**src/rtl/mod_counter_ctrl.sv**
```systemverilog
// Mod-N up-counter sequencer: start/stop/clear, programmable modulus,
// one-shot or free-run, terminal-count strobe and saturating wrap count.
module mod_counter_ctrl #(
  parameter int WIDTH       = 4,
  parameter int DEFAULT_MOD = 14,
  parameter int WRAPW       = 8
) (
  input  logic             clk,
  input  logic             rst_n,
  input  logic             start,
  input  logic             stop,
  input  logic             clear,
  input  logic             oneshot,
  input  logic [WIDTH:0]   mod_val,
  output logic [WIDTH-1:0] q,
  output logic             tc,
  output logic             busy,
  output logic             done,
  output logic [WRAPW-1:0] wrap_cnt
);

  typedef enum logic [1:0] {
    IDLE,
    RUN,
    PAUSE,
    DONE
  } state_t;

  localparam logic [WIDTH:0] MOD_MIN = (WIDTH+1)'(2);
  localparam logic [WIDTH:0] MOD_MAX = (WIDTH+1)'(2**WIDTH);
  localparam logic [WIDTH:0] MOD_DEF = (WIDTH+1)'(DEFAULT_MOD);

  state_t           state, state_n;
  logic [WIDTH-1:0] q_n;
  logic [WRAPW-1:0] wrap_n;
  logic [WIDTH:0]   mod_r, mod_n;
  logic             mode_r, mode_n;
  logic             mod_ok;

  assign mod_ok = (mod_val >= MOD_MIN) && (mod_val <= MOD_MAX);

  // Compare in WIDTH+1 bits so a full 2^WIDTH modulus hits tc at all-ones.
  assign tc   = (state == RUN) && ({1'b0, q} == mod_r - 1'b1);
  assign busy = (state == RUN) || (state == PAUSE);
  assign done = (state == DONE);

  always_comb begin
    state_n = state;
    q_n     = q;
    wrap_n  = wrap_cnt;
    mod_n   = mod_r;
    mode_n  = mode_r;
    if (clear) begin
      state_n = IDLE;
      q_n     = '0;
      wrap_n  = '0;
    end else begin
      unique case (state)
        IDLE, DONE: begin
          if (start) begin
            state_n = RUN;
            q_n     = '0;
            wrap_n  = '0;
            mod_n   = mod_ok ? mod_val : MOD_DEF;
            mode_n  = oneshot;
          end
        end
        RUN: begin
          if (stop) begin
            state_n = PAUSE;
          end else if (tc) begin
            q_n = '0;
            if (mode_r) begin
              state_n = DONE;
            end else if (wrap_cnt != '1) begin
              wrap_n = wrap_cnt + 1'b1;
            end
          end else begin
            q_n = q + 1'b1;
          end
        end
        PAUSE: begin
          if (start) state_n = RUN;
        end
        default: state_n = IDLE;
      endcase
    end
  end

  always_ff @(posedge clk or negedge rst_n) begin
    if (!rst_n) begin
      state    <= IDLE;
      q        <= '0;
      wrap_cnt <= '0;
      mod_r    <= MOD_DEF;
      mode_r   <= 1'b0;
    end else begin
      state    <= state_n;
      q        <= q_n;
      wrap_cnt <= wrap_n;
      mod_r    <= mod_n;
      mode_r   <= mode_n;
    end
  end

endmodule

```
**config.mk**
```make
export PLATFORM = sky130hd
export DESIGN_NAME = mod_counter_ctrl
export DESIGN_NICKNAME = d
export VERILOG_FILES = /design/src/rtl/mod_counter_ctrl.sv
export SDC_FILE = /design/constraint.sdc
export NUM_CORES = 1
export LEC_CHECK = 0
export ABC_AREA = 1
export CORE_MARGIN = 3
export CORE_UTILIZATION = 32
export DETAILED_ROUTE_END_ITERATION = 10
export PLACE_DENSITY = 0.56
export SLEW_MARGIN = 5
export SYNTH_ARGS = -nofsm -noshare
export SYNTH_HDL_FRONTEND = slang
export SYNTH_SLANG_ARGS = --single-unit
```
**constraint.sdc**
```tcl
create_clock -name clk -period 4.2 [get_ports clk]
set_input_delay 0.42 -clock clk [delete_from_list [all_inputs] [get_ports clk]]
set_output_delay 0.42 -clock clk [all_outputs]
set_load 0.01 [all_outputs]
```
==> load_flow_metrics.sql <==
INSERT INTO impl_metrics (metric_group, metric, value, unit) VALUES
('sta', 'slew_viol_final', '0', ''),
('logic_synthesis', 'synth_ff_type', 'sky130_fd_sc_hd__dfrtp_1', ''),
('route', 'detailroute.via_count', '1212', ''),
('logic_synthesis', 'synth_top_cell_area_share', '31.16', '%'),
('setup_path', 'worst-setup-path-type', 'reg2out', ''),
('global_routing', 'grt_usage', '13.50', '%'),
('die', 'floorplan.core_area', '0.004058', 'mm²'),
('power_and_ir_drop', 'worst_ir_drop_vdd', '0.1671', 'mV'),
('route', 'postRouteAntennaNets', '0', ''),
('route', 'post_drt_via_cell_ratio', '4.539', ''),
('route', 'route.detailed.wl_per_inst', '11.35', 'µm'),
('setup_path', 'cp_max_fanout', '4', ''),
('clock_network', 'postCtsHoldBufs', '0', ''),
('place', 'buffer_ports.inserted', '25', ''),
('logic_synthesis', 'netlist_area', '0.001365', 'mm²'),
('clock_network', 'cts_repair_resize_count', '0', ''),
('sta', 'final.setup_skew', '0.001621', 'ns'),
('die', 'rows', '23', ''),
('global_routing', 'number_of_global_route_vias_before_repair', '1199', ''),
('cells_and_area', 'final_util', '42.24', '%'),
('logic_synthesis', 'synth_area_leader_cell', 'sky130_fd_sc_hd__dfrtp_1', ''),
('clock_network', 'cts_made_buffers', '3', ''),
('global_routing', 'grt_start_max_net_pins', '21', ''),
('sta', 'tns', '0', 'ns'),
('cells_and_area', 'layout-drive-gt1-share', '10.14', '%'),
('setup_path', 'timing.critical_path.to_type', 'output port', ''),
('sta', 'finalHoldViolCount', '0', ''),
('setup_path', 'worst-r2r-setup-slack', '2.35', 'ns'),
('worst_hold_path', 'worstHoldPathCells', '2', ''),
('worst_hold_path', 'worstHoldEndpoint', 'state[1]', ''),
('run_status', 'status', 'complete, no violations', ''),
('setup_path', 'timing.critical_path.slowest_stage_cell', 'sky130_fd_sc_hd__clkdlybuf4s50_1', ''),
('sta', 'timing.final.crit_share', '66.08', '%'),
('die', 'die-width', '71.32', 'µm'),
('setup_path', 'critPathRequiredTime', '3.78', 'ns'),
('global_routing', 'grt_first_pass_wirelength', '5.513', 'mm'),
('setup_path', 'reg2reg_to', 'wrap_cnt[6]', ''),
('global_routing', 'global_route_congestion_overflow_total', '0', ''),
('logic_synthesis', 'synth.yosys.seq_area_share', '36.94', '%'),
('route', 'totalWireLength', '3.031', 'mm'),
('setup_path', 'timing.critical_path.mode_cell', 'sky130_fd_sc_hd__nand2_1', ''),
('route', 'drt_iter0_drc', '43', ''),
('sta', 'grt_setup_unrepaired', 'false', ''),
('logic_synthesis', 'share_of_async_settable_or_async_resettable_flops_after_synthesis', '100.0', '%'),
('logic_synthesis', 'ys_seq_elements', '20', ''),
('clock_network', 'tritoncts', 'built', ''),
('clock_network', 'clock-sinks', '20', ''),
('cells_and_area', 'flow.area_growth_from_synthesis', '25.57', '%'),
('die', 'dieArea', '0.005086', 'mm²'),
('cells_and_area', 'nets', '234', ''),
('power_and_ir_drop', 'cell_pwr_density', '412.0', 'mW/mm²'),
('clock_network', 'clock_tree.root_cell', 'sky130_fd_sc_hd__clkbuf_8', ''),
('power_and_ir_drop', 'leakagePower', '0.7860', 'nW'),
('setup_path', 'timing.rr.start', 'state[0]', ''),
('cells_and_area', 'fillers', '408', ''),
('sta', 'timing.slew.headroom', '37.65', '%'),
('setup_path', 'worstPathCellList', 'inv_1 -> ha_1 -> inv_1 -> nand2_1 -> nand2_1 -> nor2_1 -> nand2_1 -> nor2_4 -> nand2_1 -> nor2_1 -> clkdlybuf4s50_1', ''),
('die', 'initial_cell_density_of_the_core', '33.64', '%'),
('place', 'dp_hpwl', '2.307', 'mm'),
('route', 'count_of_unresolved_drc_violations_after_routing', '0', ''),
('cells_and_area', 'insertedDiodeCount', '0', ''),
('sta', 'setup_viol', '0', ''),
('sta', 'crit_path_time_final', '2.775', 'ns'),
('global_routing', 'grt_antenna_before_repair', '0', ''),
('logic_synthesis', 'warning_count_from_the_yosys_run', '0', ''),
('clock_network', 'clk-insertion-delay-late', '0.26', 'ns'),
('sta', 'maximum_achievable_frequency', '360.3', 'MHz'),
('logic_synthesis', 'mappedNetlistNets', '206', ''),
('setup_path', 'worst_setup_path_start_kind', 'register', ''),
('die', 'ioPinCount', '26', ''),
('setup_path', 'crit_arrival', '2.36', 'ns');
-- routing by layer --
layer	GRT usage, %	vias to the layer above	wire (µm)
met5	0	-	0
met4	2.505	0	13
met3	3.366	2	123
met2	21.02	23	1375
met1	19.17	522	1517
li1	-	665	-
-- worst max path at each step --
stage / startpoint / end / slack, ns / depth (start not counted)
final: mod_r[1] / tc / 1.42 / 11
after global routing: mod_r[1] / tc / 1.22 / 11
after CTS: mod_r[1] / tc / 1.42 / 11
after detailed placement: mod_r[1] / tc / 1.72 / 11
after global placement: mod_r[1] / tc / 1.78 / 11
after floorplan: mod_r[1] / tc / 2.30 / 10
-- stage by stage --
step / hold slack [ns] / total power, mW / instances / instance area (µm²) / setup WS, ns
2_1_floorplan: 0.1244 / 0.4858 / 190 / 1365 / 2.297
3_3_place_gp: 0.5079 / 0.5642 / 263 / 1659 / 1.778
3_5_place_dp: 0.5034 / 0.5663 / 263 / 1659 / 1.724
4_1_cts: 0.5248 / 0.7175 / 267 / 1714 / 1.416
5_1_grt: 0.5434 / 0.7746 / 267 / 1714 / 1.224
6_report: 0.5172 / 0.7062 / 267 / 1714 / 1.425
-- kinds of logic (layout without fill, tap and decap cells) --
group	Yosys count	in the layout	synth area share, %
AO/OA/AOI/OAI	18	18	8.799
XOR/XNOR	4	4	2.567
adder cells (fa/ha/maj)	5	5	4.583
AND/OR/NAND/NOR	116	116	38.86
buffers and inverters	27	54	8.249
flip-flops	20	20	36.94
-- report_power, final --
group	internal (mW)	leakage (nW)	switching [mW]	total (mW)
logic	0.108	0.496	0.189	0.296
clock network	0.0835	0.0288	0.0645	0.148
registers	0.237	0.261	0.0245	0.262
total	0.428	0.786	0.278	0.706
-- layout by cell type (no fill, tap or decap), types with 4 or more instances in the layout --
cell type	netlist	layout
sky130_fd_sc_hd__o21ai_0	9	9
sky130_fd_sc_hd__dfrtp_1	17	17
sky130_fd_sc_hd__nor3_1	5	5
sky130_fd_sc_hd__clkdlybuf4s50_1	0	25
sky130_fd_sc_hd__nand2_1	61	61
sky130_fd_sc_hd__ha_1	5	5
sky130_fd_sc_hd__clkbuf_8	1	4
sky130_fd_sc_hd__nor2_1	17	17
sky130_fd_sc_hd__inv_2	4	4
sky130_fd_sc_hd__inv_1	21	21
sky130_fd_sc_hd__nand3_1	19	19
-- flip-flops by register name (all words and copies together), names as in the netlist --
register / cells
mod_r: 5
mode_r: 1
q: 4
state: 2
wrap_cnt: 8
-- final cells by class --
type                            count  area, µm²  share of cell area [%]
Clock buffer                        4      55.05                   3.212
Inverter                           25      93.84                   5.474
Multi-Input combinational cell    143      748.2                   43.65
Sequential cell                    20      504.2                   29.42
Tap cell                           50      62.56                   3.650
Timing Repair Buffer               25      250.2                   14.60
-- worst max-delay path: cells and delay by family (launching register included) --
kind / cells / cell delay, ns
DFF: 1 / 0.52
buffers and inverters: 3 / 0.66
adders and majority gates: 1 / 0.28
and+or+nand+nor: 7 / 0.64
Note: power is estimated with default switching activity, not from simulation.
